===== config.mk =====
export PLATFORM = sky130hd
export DESIGN_NAME = i2s_tx
export DESIGN_NICKNAME = d
export VERILOG_FILES = /design/src/rtl/i2s_pkg.sv /design/src/rtl/i2s_bclk_gen.sv /design/src/rtl/i2s_tx.sv
export SDC_FILE = /design/constraint.sdc
export NUM_CORES = 1
export LEC_CHECK = 0
export ABC_CLOCK_PERIOD_IN_PS = 1900
export BUFFER_PORTS_ARGS = -buffer_cell sky130_fd_sc_hd__buf_2
export CORE_MARGIN = 2
export CORE_UTILIZATION = 40
export CTS_BUF_LIST = sky130_fd_sc_hd__clkbuf_4 sky130_fd_sc_hd__clkbuf_8
export CTS_CLUSTER_SIZE = 8
export DETAILED_ROUTE_END_ITERATION = 7
export PLACE_DENSITY = 0.59
export SLEW_MARGIN = 40
export SYNTH_ARGS = -nofsm -noshare
export SYNTH_HDL_FRONTEND = slang
export SYNTH_HIERARCHICAL = 1
export SYNTH_SLANG_ARGS = --single-unit
export TNS_END_PERCENT = 5

===== constraint.sdc =====
create_clock -name clk -period 1.9 [get_ports clk]
set_input_delay 0.095 -clock clk [delete_from_list [all_inputs] [get_ports clk]]
set_output_delay 0.095 -clock clk [all_outputs]
set_load 0.02 [all_outputs]

===== src/rtl/i2s_pkg.sv =====
// Shared constants and types for the i2s_tx serial-audio transmitter.
package i2s_pkg;

  // Serial data format selectors (values of the MODE parameter)
  localparam int MODE_I2S = 0;
  localparam int MODE_LJ  = 1;

  typedef enum logic {
    FMT_I2S = 1'b0,
    FMT_LJ  = 1'b1
  } mode_t;

  // Default geometry
  localparam int DEF_SAMPLE_W = 16;
  localparam int DEF_SLOT_W   = 32;
  localparam int DEF_BCLK_DIV = 8;

endpackage


===== src/rtl/i2s_bclk_gen.sv =====
// Bit-clock generator: divides clk by BCLK_DIV into sck and flags the
// cycle on whose closing edge sck falls or rises.
module i2s_bclk_gen #(
  parameter int BCLK_DIV = 8
) (
  input  logic clk,
  input  logic rst,
  output logic sck,
  output logic sck_fall,
  output logic sck_rise
);

  localparam int HALF = BCLK_DIV / 2;
  localparam int CW   = (HALF > 1) ? $clog2(HALF) : 1;

  logic [CW-1:0] div_cnt_q, div_cnt_d;
  logic          sck_q, sck_d;
  logic          term;

  // Half-period counter; sck toggles each time it wraps
  always_comb begin
    term      = (div_cnt_q == CW'(HALF - 1));
    div_cnt_d = term ? '0 : div_cnt_q + 1'b1;
    sck_d     = term ? ~sck_q : sck_q;
  end

  // Divider state, cleared asynchronously so sck restarts low
  always_ff @(posedge clk or negedge rst) begin
    if (!rst) begin
      div_cnt_q <= '0;
      sck_q     <= 1'b0;
    end else begin
      div_cnt_q <= div_cnt_d;
      sck_q     <= sck_d;
    end
  end

  assign sck      = sck_q;
  assign sck_fall = term & sck_q;
  assign sck_rise = term & ~sck_q;

endmodule


===== src/rtl/i2s_tx.sv =====
// Stereo I2S / left-justified transmitter with a one-pair holding register.
// Optional macro I2S_TX_UNDERFLOW_CNT_EN adds a saturating underflow counter
// and its underflow_cnt port.
module i2s_tx import i2s_pkg::*; #(
  parameter int SAMPLE_W = DEF_SAMPLE_W,
  parameter int SLOT_W   = DEF_SLOT_W,
  parameter int BCLK_DIV = DEF_BCLK_DIV,
  parameter int MODE     = MODE_I2S
) (
  input  logic                clk,
  input  logic                rst,
  input  logic                in_valid,
  output logic                in_ready,
  input  logic [SAMPLE_W-1:0] in_left,
  input  logic [SAMPLE_W-1:0] in_right,
  output logic                sck,
  output logic                lrck,
  output logic                sdout,
  output logic                underflow
`ifdef I2S_TX_UNDERFLOW_CNT_EN
  ,
  output logic [15:0]         underflow_cnt
`endif
);

  localparam int    FW  = 2 * SLOT_W;
  localparam int    BW  = $clog2(FW);
  localparam mode_t FMT = (MODE == MODE_LJ) ? FMT_LJ : FMT_I2S;

  logic                sck_fall;
  logic                full_q, full_d;
  logic [SAMPLE_W-1:0] hold_l_q, hold_l_d, hold_r_q, hold_r_d;
  logic [BW-1:0]       bit_cnt_q, bit_cnt_d;
  logic [FW-1:0]       shift_q, shift_d;
  logic                dly_q, dly_d;
  logic                sdout_q, sdout_d;
  logic                lrck_q, lrck_d;
  logic                underflow_q, underflow_d;
  logic                xfer, frame_start, lj_bit;
  logic [FW-1:0]       frame_hold, load_word;

  i2s_bclk_gen #(.BCLK_DIV(BCLK_DIV)) u_bclk (
    .clk      (clk),
    .rst      (rst),
    .sck      (sck),
    .sck_fall (sck_fall),
    .sck_rise ()
  );

  // Holding register, frame counter and shifter next-state
  always_comb begin
    xfer        = in_valid & ~full_q;
    // bit_cnt_q is the index of the bit about to be driven on this fall
    frame_start = sck_fall & (bit_cnt_q == '0);
    frame_hold  = (FW'(hold_l_q) << (FW - SAMPLE_W)) |
                  (FW'(hold_r_q) << (SLOT_W - SAMPLE_W));
    load_word   = frame_start ? (full_q ? frame_hold : '0) : shift_q;
    lj_bit      = load_word[FW-1];

    hold_l_d    = hold_l_q;
    hold_r_d    = hold_r_q;
    bit_cnt_d   = bit_cnt_q;
    shift_d     = shift_q;
    dly_d       = dly_q;
    sdout_d     = sdout_q;
    lrck_d      = lrck_q;

    // A pair arriving on the load edge itself misses that frame: the load
    // sees the old (empty) state, the capture fills it for the next frame.
    if (xfer) begin
      hold_l_d = in_left;
      hold_r_d = in_right;
    end
    if (xfer)             full_d = 1'b1;
    else if (frame_start) full_d = 1'b0;
    else                  full_d = full_q;

    underflow_d = frame_start & ~full_q;

    if (sck_fall) begin
      bit_cnt_d = (bit_cnt_q == BW'(FW - 1)) ? '0 : bit_cnt_q + 1'b1;
      lrck_d    = (bit_cnt_q >= BW'(SLOT_W));
      shift_d   = load_word << 1;
      dly_d     = lj_bit;
      sdout_d   = (FMT == FMT_LJ) ? lj_bit : dly_q;
    end
  end

  // Datapath state; reset drops any buffered pair
  always_ff @(posedge clk or negedge rst) begin
    if (!rst) begin
      full_q      <= 1'b0;
      hold_l_q    <= '0;
      hold_r_q    <= '0;
      bit_cnt_q   <= '0;
      shift_q     <= '0;
      dly_q       <= 1'b0;
      sdout_q     <= 1'b0;
      lrck_q      <= 1'b0;
      underflow_q <= 1'b0;
    end else begin
      full_q      <= full_d;
      hold_l_q    <= hold_l_d;
      hold_r_q    <= hold_r_d;
      bit_cnt_q   <= bit_cnt_d;
      shift_q     <= shift_d;
      dly_q       <= dly_d;
      sdout_q     <= sdout_d;
      lrck_q      <= lrck_d;
      underflow_q <= underflow_d;
    end
  end

`ifdef I2S_TX_UNDERFLOW_CNT_EN
  logic [15:0] ucnt_q, ucnt_d;

  // Counts underflowing frame starts, sticking at all-ones
  always_comb begin
    ucnt_d = ucnt_q;
    if (underflow_d && (ucnt_q != 16'hFFFF)) ucnt_d = ucnt_q + 16'd1;
  end

  // Underflow counter register
  always_ff @(posedge clk or negedge rst) begin
    if (!rst) ucnt_q <= '0;
    else      ucnt_q <= ucnt_d;
  end

  assign underflow_cnt = ucnt_q;
`endif

  assign in_ready  = ~full_q;
  assign lrck      = lrck_q;
  assign sdout     = sdout_q;
  assign underflow = underflow_q;

endmodule


Yosys cells after proc, flatten, opt, wreduce, memory -nomap -nowiden
Index checks and enable logic that the tools add are counted.
{"block": "word_totals", "elab_cells": 31, "in_bits": 35, "regBits": 109, "output_inout_bits": 5}
{"block": "classes", "order_cmp": 1, "n_addsub": 2, "n_mux": 6, "n_bitwise": 7, "reduce_logical": 2, "n_eq_ne": 2}
{"cell": "64-bit 2-to-1 mux", "count": 2}
{"cell": "64-bit by 32-bit bitwise OR with 64-bit output", "count": 1}
{"cell": "6-bit by 1-bit adder with 6-bit output, second input constant", "count": 1}
{"cell": "6-bit == test, second input constant", "count": 1}
{"cell": "6-bit >= comparator, second input constant", "count": 1}
{"cell": "6-bit zero test", "count": 1}
{"cell": "6-bit 2-to-1 mux", "count": 1}
{"cell": "1-bit bitwise AND", "count": 4}
{"cell": "2-bit by 1-bit adder with 2-bit output, second input constant", "count": 1}
{"cell": "2-bit == test, second input constant", "count": 1}
{"cell": "1-bit 2-to-1 mux", "count": 2}
{"cell": "2-bit 2-to-1 mux", "count": 1}
{"cell": "1-bit NOT", "count": 2}
{"cell": "2-bit nonzero test", "count": 1}

Logic depth before layout (Yosys ltp)
Gate-level depths: netlist of run 1.
{"block": "depth", "depth_word": 5, "mapped_depth": 7, "ltp_nobuf": 5}

Cells and area by module
The synthesis of run 1 kept the hierarchy.
{"module": "i2s_tx", "seq_area_each_um2": 2252.2, "n_inst": 1, "cells_per_inst": 320, "area_per_inst_um2": 3961.3}
{"module": "i2s_bclk_gen", "seq_area_each_um2": 75.1, "n_inst": 1, "cells_per_inst": 8, "area_per_inst_um2": 116.4}

Worst setup path after synthesis of run 1
OpenSTA, ideal clock, no wires.
{"block": "synth_path", "kind": "register to register", "from": "register u_bclk.div_cnt_q[0]", "to": "register shift_q[39]", "slack_ns": 0.296, "stages_incl_launch_ff": 8, "period_less_slack_ns": 1.604, "required_time_ns": 1.818, "t_arrival_ns": 1.522, "setup_ns": 0.082, "path_buffers": 2, "cell_sequence": "dfrtp_1 ha_1 and2_2 nor4b_2 and3b_2 buf_4 buf_4 o22ai_1"}
{"block": "synth_between", "elab_chain_cells": 4}
{"item": "from (decl)", "line_no": "i2s_bclk_gen.sv:16", "rtl": "logic [CW-1:0] div_cnt_q, div_cnt_d;"}
{"item": "from (signal assigned)", "line_no": "i2s_bclk_gen.sv:33", "rtl": "div_cnt_q <= div_cnt_d;"}
{"item": "2-bit == test (*)", "line_no": "i2s_bclk_gen.sv:22", "rtl": "term = (div_cnt_q == CW'(HALF - 1));"}
{"item": "1-bit bitwise AND (*)", "line_no": "i2s_bclk_gen.sv:39", "rtl": "assign sck_fall = term & sck_q;"}
{"item": "via sck_fall", "line_no": "i2s_tx.sv:30", "rtl": "logic sck_fall;"}
{"item": "1-bit bitwise AND", "line_no": "i2s_tx.sv:54", "rtl": "frame_start = sck_fall & (bit_cnt_q == '0);"}
{"item": "64-bit 2-to-1 mux", "line_no": "i2s_tx.sv:57", "rtl": "load_word = frame_start ? (full_q ? frame_hold : '0) : shift_q;"}
{"item": "to (signal assigned)", "line_no": "i2s_tx.sv:106", "rtl": "shift_q <= shift_d;"}
{"item": "to (decl)", "line_no": "i2s_tx.sv:34", "rtl": "logic [FW-1:0] shift_q, shift_d;"}
Mark *: on every way through the listed nets, which the timed path passes. The rest lies on a longest branch.
A chain may end at the register's enable or synchronous reset.

Worst setup path after layout of run 1
{"block": "layout_path", "from": "register u_bclk.div_cnt_q[0]", "to": "register shift_q[30]"}
Same word-level chain as after synthesis.

==> flow_summary_export.csv, run 1 <==
group,metric,value,unit
sta,fin_setup_tns,0,ns
die,dieArea,10990,um^2
detailed_routing,vias,2556,
placed_design,port_buffers,39,
power_and_ir_drop,ir_drop,0.5945,mV
detailed_routing,drc,0,
placed_design,hpwl,4334,um
critical_path,rr_worst_depth,6,
detailed_routing,detail_route.wl_per_cell,13.31,um
synth,syn_nets,365,
cts,holdBufCountCts,33,
sta,period_needed,1.738,ns
critical_path,r2r_start,"u_bclk/div_cnt_q[0]",
critical_path,crit_arrival,2.02,ns
sta,final-setup-viol-count,0,
global_routing,grt_max_degree,74,
placed_design,pre_cts_ws,0.1675,ns
die,coreArea,9819,um^2
placed_design,placed_area,4392,um^2
sta,skew,0.008850,ns
global_routing,track_usage,0.1427,
detailed_routing,avgViaCountPerCell,4.778,
die,die_y,104.9,um
synth,syn_inst,327,
critical_path,r2r_slack,0.16,ns
sta,maxClockFrequency,0.5755,GHz
global_routing,overflow,0,
critical_path,crit_fanout,34,
sta,finalHoldViolations,0,
die,io_pins,40,
die,chipWidth,104.9,um
detailed_routing,finalWirelength,7121,um
placed_design,gp_congestion,0.6768,
cts,clkTransAtPathRegs,0.09,ns
job,cap_viol_max_count,0,
cts,numCtsBuffers,9,
die,start_util,0.4144,
layout,antennaDiodeCount,0,
layout,fill_cells,926,
global_routing,antenna_found_initial,0,
die,rows,36,
global_routing,grt_first_pass_wirelength,12610,um
layout,finalNonFillerCells,535,
sta,finalCritPeriodShare,0.9146,
cts,cts_setup_buffers,0,
min_path,hold_path.class,"in -> async",
critical_path,crit_path_end,"shift_q[30]",
layout,fin_area,4956,um^2
critical_path,critPathLaunch,"u_bclk/div_cnt_q[0]",
critical_path,cp.required,2.18,ns
synth,ys_warn_count,6,
critical_path,path_class,"reg -> reg",
sta,max_slew_margin,0.6552,
power_and_ir_drop,p_leak,0.002400,uW
cts,clockBufferDepth,2,
layout,syn_to_final_growth,21.80,%
sta,rsz0062_at_grt,"false",
detailed_routing,drtAntennaViolNets,0,
synth,synth.avg_cell_area,12.44,um^2
power_and_ir_drop,powerDensity,1017,nW/um^2
critical_path,startpoint_type,"register",
cts,cts_resized,0,
run_status,status,"finished, final reports clean",
cts,htree_levels,3,
global_routing,first_global_vias,2703,
synth,netlist_area,4069,um^2
sta,tightestPinTransition,0.5172,ns
critical_path,end_kind,"register",
layout,drive_above_1_share,0.2562,
sta,maxSlewViolCount,0,
detailed_routing,drt_iter0_markers,113,
placed_design,place_inst,486,
detailed_routing,firstDrtPassIters,4,
cts,cts_tree,"done",
layout,fin_nets,435,
sta,layout_setup_ws,0.1623,ns
cts,insertion_delay,0.36,ns
cts,numClockSinks,93,
cts,root_buffer,"clkbuf_8",
critical_path,rr_endpoint,"shift_q[30]",
-- stage by stage --
stage | power [uW] | hold slack [ns] | utilization
after floorplan | 3273 | -0.2006 | -
after global placement | 3497 | 0.1043 | 0.4472
after detailed placement | 3547 | 0.09749 | 0.4472
after CTS | 5129 | 0.2468 | 0.5047
after global routing | 5370 | 0.2771 | 0.5047
final | 5042 | 0.2424 | 0.5047
-- worst min path at each step --
stage                                endpoint  depth (start not counted)
after floorplan                  bit_cnt_q[0]                          0
after global placement             u_bclk/sck                          1
after detailed placement  u_bclk/div_cnt_q[1]                          1
after CTS                               dly_q                          2
after global routing               u_bclk/sck                          2
final                              u_bclk/sck                          2
-- state kept, by name, indices dropped and copies added (netlist names) --
register          flops
lrck                  1
sdout                 1
hold_l_q             16
u_bclk/sck            1
underflow             1
shift_q              47
hold_r_q             16
full_q                1
bit_cnt_q             6
dly_q                 1
u_bclk/div_cnt_q      2
-- where the power goes --
| part | internal [uW] | total, uW | switching (uW) |
|---|---|---|---|
| combinational | 516 | 855 | 339 |
| clock | 816 | 1510 | 694 |
| sequential | 2440 | 2680 | 239 |
-- critical path, cell delays in order, from the launching register on --
cell	delay (ns)
dfrtp_1	0.39
ha_1	0.23
and2_2	0.22
nor4b_2	0.17
nand3b_1	0.14
buf_12	0.26
mux2i_1	0.23
-- area by class of cell --
cell class	count	area [um^2]	share of cell area
sequential	93	2327	0.4696
inverter	21	78.83	0.01591
timing repair buffer	81	633.1	0.1277
clock inverter	5	82.58	0.01666
tap	133	166.4	0.03358
clock buffer	11	151.4	0.03055
multi-input combinational	191	1516	0.3060
-- layout by cell type (no fill, tap or decap), types with 2 or more instances in the layout --
cell type	n
buf_2	38
mux2_2	34
buf_4	7
xnor2_1	2
o31ai_1	2
bufinv_16	2
clkinv_4	2
clkbuf_8	11
ha_1	3
nand2_1	52
inv_1	21
nand4_1	2
o22ai_1	18
mux2i_1	63
dlygate4sd3_1	33
buf_12	3
o21ai_0	3
nor2_1	2
dfrtp_1	93
-- per-layer routing --
| layer | wire (um) | track usage | part of all wire | vias up |
|---|---|---|---|---|
| met5 | 0 | 0 | 0 | - |
| met4 | 61 | 0.05143 | 0.0086 | 0 |
| met3 | 203 | 0.04055 | 0.029 | 4 |
| met2 | 3541 | 0.2389 | 0.50 | 34 |
| met1 | 3315 | 0.1762 | 0.47 | 1268 |
| li1 | - | - | - | 1250 |
Power figures use the tool's default switching activity.
==> run 2: changes to the inputs <==
- CELL_PAD_IN_SITES_DETAIL_PLACEMENT: unset -> 0
- CELL_PAD_IN_SITES_GLOBAL_PLACEMENT: unset -> 2
- PLACE_DENSITY: 0.59 -> 0.79
==> flow_summary_export.csv, run 2 (same netlist as run 1, synthesis figures left out) <==
group,metric,value,unit
power_and_ir_drop,ir_drop,0.4656,mV
layout,final_cell_mix,"dfrtp_1 (93), mux2i_1 (63), nand2_1 (52)",
cts,clockBufferDepth,2,
critical_path,rr_worst_depth,6,
layout,regMostFlops,"shift_q",
layout,final_common_cell,"dfrtp_1",
layout,largest_reg_flops,47,
die,coreArea,9819,um^2
global_routing,track_usage,0.1428,
sta,maxSlewViolCount,0,
global_routing,grt_first_pass_wirelength,12550,um
global_routing,first_global_vias,2660,
placed_design,gp_congestion,0.7143,
cts,cts_setup_buffers,0,
sta,skew,0.01189,ns
die,io_pins,40,
cts,clkTransAtPathRegs,0.09,ns
detailed_routing,drt_iter0_markers,118,
cts,htree_levels,3,
critical_path,crit_fanout,19,
cts,root_buffer,"clkbuf_8",
critical_path,end_kind,"register",
detailed_routing,finalWirelength,7080,um
layout,reg.largest.list,"shift_q: 47 flops, hold_l_q: 16 flops, hold_r_q: 16 flops",
layout,post-route-util,0.5027,
global_routing,overflow,0,
cts,insertion_delay,0.35,ns
cts,numCtsBuffers,9,
power_and_ir_drop,p_switching,1258,uW
global_routing,grt_max_degree,74,
sta,rsz0062_at_grt,"false",
die,die_y,104.9,um
sta,tightestPinTransition,0.4835,ns
power_and_ir_drop,p_sw_frac,0.2582,
min_path,min_path_cells,2,
die,start_util,0.4144,
die,rows,36,
job,cap_viol_max_count,0,
die,dieArea,10990,um^2
cts,cts_tree,"done",
cts,numClockSinks,93,
power_and_ir_drop,p_int,3614,uW
placed_design,hpwl,4379,um
die,chipWidth,104.9,um
run_status,status,"finished, final reports clean",
power_and_ir_drop,powerDensity,987.0,nW/um^2
layout,antennaDiodeCount,0,
detailed_routing,vias,2544,
layout,fill_cells,940,
placed_design,port_buffers,39,
layout,syn_to_final_growth,21.31,%
power_and_ir_drop,p_clk_frac,0.278,
critical_path,startpoint_type,"register",
sta,maxClockFrequency,0.5678,GHz
power_and_ir_drop,p_leak,0.002378,uW
sta,max_slew_margin,0.6777,
critical_path,cp.required,2.15,ns
critical_path,crit_arrival,2.01,ns
detailed_routing,avgViaCountPerCell,4.782,
critical_path,path_class,"reg -> reg",
detailed_routing,firstDrtPassIters,4,
sta,period_needed,1.761,ns
power_and_ir_drop,power_frac_seq,0.548,
global_routing,antenna_found_initial,0,
detailed_routing,detail_route.wl_per_cell,13.31,um
power_and_ir_drop,comb_power_share,0.174,
layout,fin_nets,432,
sta,final-setup-viol-count,0,
sta,fin_setup_tns,0,ns
min_path,hold_path.class,"in -> reg",
layout,drive_above_1_share,0.2531,
sta,finalHoldViolations,0,
detailed_routing,drtAntennaViolNets,0,
detailed_routing,drc,0,
sta,finalCritPeriodShare,0.9269,
-- run 2: timing repair --
action | CTS | global route
endpoints found under the hold margin | 65 | 0
setup endpoints to repair | 0 | 2
resized for setup | 0 | 1
hold buffers | 32 | 0
-- run 2: cell type report --
| cell class | count | area (um^2) | share of cell area |
|---|---|---|---|
| sequential | 93 | 2327 | 0.4715 |
| multi-input combinational | 191 | 1525 | 0.3090 |
| timing repair buffer | 78 | 633.1 | 0.1283 |
| tap | 133 | 166.4 | 0.03371 |
| clock buffer | 11 | 145.1 | 0.02940 |
| inverter | 21 | 78.83 | 0.01597 |
| clock inverter | 5 | 60.06 | 0.01217 |
-- run 2: worst paths after layout --
kind	startpoint	endpoint	slack, ns
max in group asynchronous	rst	dly_q	1.01
hold reg to reg	u_bclk/div_cnt_q[0]	u_bclk/div_cnt_q[0]	0.44
setup / recovery	u_bclk/div_cnt_q[0]	full_q	0.14
min in group asynchronous	rst	hold_r_q[8]	0.24
setup reg to reg	u_bclk/div_cnt_q[0]	full_q	0.14
hold / removal	in_right[0]	hold_r_q[0]	0.03
-- run 2: stage by stage --
step	instance area, um^2	power (uW)	worst slack (ns)	hold slack [ns]	std cells
floorplan	4069	3273	0.3068	-0.2006	327
global placement	4402	3494	0.1601	0.09055	484
detailed placement	4402	3545	0.1284	0.09826	484
CTS	4927	4941	0.08519	0.01552	532
global route	4936	5182	0.02554	0.01542	532
finish	4936	4872	0.1390	0.03120	532
-- run 2: routing by layer --
metal  vias up  routed length, um  share of wire  track usage
met5         -                  0              0            0
met4         0                 77          0.011      0.06571
met3         5                159          0.022      0.02371
met2        39               3403           0.48       0.2361
met1      1243               3440           0.49       0.1838
li1       1257                  -              -            -
-- run 2: power groups by stage --
stage	registers (uW)	logic, uW	clock network, uW
after floorplan	2640	628	0
after global placement	2710	789	0
after detailed placement	2720	826	0
after CTS	2680	873	1390
after global routing	2740	973	1470
final	2670	850	1350
-- run 2: worst max-delay path, stage by stage, from the launching register on --
cell and delay (ns):
dfrtp_1 0.37, ha_1 0.20, and2_2 0.19, nor4b_4 0.21
nand3b_1 0.23, buf_12 0.24, a21o_2 0.21
==> run 3: changes to the inputs <==
- ABC_CLOCK_PERIOD_IN_PS: 1900 -> 2100
- HOLD_SLACK_MARGIN: unset -> 0.12
- clock period: 1.9 -> 2.1 ns (I/O delays scaled with it)
==> flow_summary_export.csv, run 3 (same netlist as run 1, synthesis figures left out) <==
group,metric,value,unit
run_status,status,"finished, final reports clean",
layout,fin_nets,432,
job,cap_viol_max_count,0,
power_and_ir_drop,p_switching,1159,uW
cts,root_buffer,"clkbuf_8",
power_and_ir_drop,comb_power_share,0.168,
layout,final_cell_mix,"dfrtp_1 (93), mux2i_1 (63), nand2_1 (52)",
layout,antennaDiodeCount,0,
placed_design,gp_congestion,0.7182,
detailed_routing,detail_route.wl_per_cell,13.07,um
layout,drive_above_1_share,0.2506,
cts,cts_tree,"done",
detailed_routing,drc,0,
global_routing,overflow,0,
layout,finalNonFillerCells,532,
detailed_routing,drtAntennaViolNets,0,
critical_path,crit_arrival,1.99,ns
critical_path,end_kind,"register",
sta,max_slew_margin,0.6303,
die,start_util,0.4144,
power_and_ir_drop,powerDensity,918.2,nW/um^2
min_path,hold_path.class,"in -> reg",
sta,maxSlewViolCount,0,
die,chipWidth,104.9,um
power_and_ir_drop,p_leak,0.002376,uW
critical_path,crit_fanout,34,
detailed_routing,firstDrtPassIters,4,
power_and_ir_drop,power_frac_seq,0.535,
cts,numCtsBuffers,9,
sta,skew,0.01293,ns
die,io_pins,40,
global_routing,first_global_vias,2719,
detailed_routing,finalWirelength,6955,um
placed_design,port_buffers,39,
sta,period_needed,1.716,ns
power_and_ir_drop,ir_drop,0.4917,mV
layout,syn_to_final_growth,21.03,%
layout,reg.largest.list,"shift_q: 47 flops, hold_l_q: 16 flops, hold_r_q: 16 flops",
power_and_ir_drop,p_int,3362,uW
layout,largest_reg_flops,47,
die,rows,36,
detailed_routing,avgViaCountPerCell,4.733,
cts,numClockSinks,93,
placed_design,place_inst,483,
critical_path,path_class,"reg -> reg",
sta,fin_setup_tns,0,ns
global_routing,grt_max_degree,74,
detailed_routing,vias,2518,
sta,rsz0062_at_grt,"false",
cts,clockBufferDepth,2,
critical_path,cp.required,2.38,ns
die,dieArea,10990,um^2
critical_path,startpoint_type,"register",
die,coreArea,9819,um^2
layout,regMostFlops,"shift_q",
die,die_y,104.9,um
power_and_ir_drop,p_sw_frac,0.2564,
global_routing,track_usage,0.1402,
sta,final-setup-viol-count,0,
critical_path,r2r_slack,0.38,ns
sta,tightestPinTransition,0.5546,ns
power_and_ir_drop,p_clk_frac,0.297,
global_routing,grt_first_pass_wirelength,12400,um
layout,final_common_cell,"dfrtp_1",
cts,insertion_delay,0.36,ns
global_routing,antenna_found_initial,0,
sta,finalCritPeriodShare,0.8172,
cts,htree_levels,3,
placed_design,hpwl,4213,um
cts,clkTransAtPathRegs,0.09,ns
sta,maxClockFrequency,0.5827,GHz
detailed_routing,drt_iter0_markers,59,
sta,finalHoldViolations,0,
run 3: changes by cell type in the layout (fill, tap and decap cells not counted), sizes merged:
cell	change
bufinv	+1
clkinv	-2
clkbuf	-1
dlygate4sd3	+1
buf	-1
inv	+2
run 3: per-layer routing:
metal	global-route usage	vias up	wire, um
li1	-	1241	-
met1	0.1833	1242	3383
met2	0.2226	25	3286
met3	0.02371	10	132
met4	0.07524	0	153
met5	0	-	0
run 3: what timing repair did:
action                    CTS  global route
hold buffers               33             0
buffers inserted            0             0
resized for setup           0             0
hold endpoints to repair   72             0
run 3: layout make-up:
type	instances	area, um^2
Sequential cell	93	2327
Timing Repair Buffer	78	610.6
Tap cell	133	166.4
Inverter	21	78.83
Fill cell	914	4895
Clock buffer	10	131.4
Multi-Input combinational cell	191	1516
Clock inverter	6	93.84
run 3: power by group through the flow:
stage	clock network, uW	registers (uW)	logic [uW]
floorplan	0	2390	568
global placement	0	2440	716
detailed placement	0	2460	736
CTS	1380	2420	781
global route	1460	2490	869
finish	1340	2420	760
run 3: worst paths after layout:
path                                startpoint                  end  depth (start not counted)
max in group asynchronous                  rst          shift_q[58]                          3
min reg2reg                u_bclk/div_cnt_q[0]  u_bclk/div_cnt_q[0]                          1
min in group asynchronous                  rst          shift_q[20]                          2
min                                   in_valid               full_q                          3
max reg2reg                u_bclk/div_cnt_q[0]          shift_q[59]                          6
max                        u_bclk/div_cnt_q[0]          shift_q[59]                          6
run 3: critical path, cell delays in order (launching register included):
cell and delay, ns:
dfrtp_1 0.39, ha_1 0.23, and2_2 0.22, nor4b_2 0.16
nand3b_1 0.14, buf_12 0.25, mux2i_1 0.22
run 3: through the flow:
stage	utilization	worst slack [ns]	hold WS [ns]	total power [uW]	instance area (um^2)
after floorplan	-	0.5068	-0.1906	2961	4069
after global placement	0.4450	0.4312	0.1345	3161	4369
after detailed placement	0.4450	0.3850	0.1409	3194	4369
after CTS	0.5015	0.3667	0.1593	4583	4925
after global routing	0.5015	0.2461	0.1867	4812	4925
final	0.5015	0.3838	0.1685	4522	4925
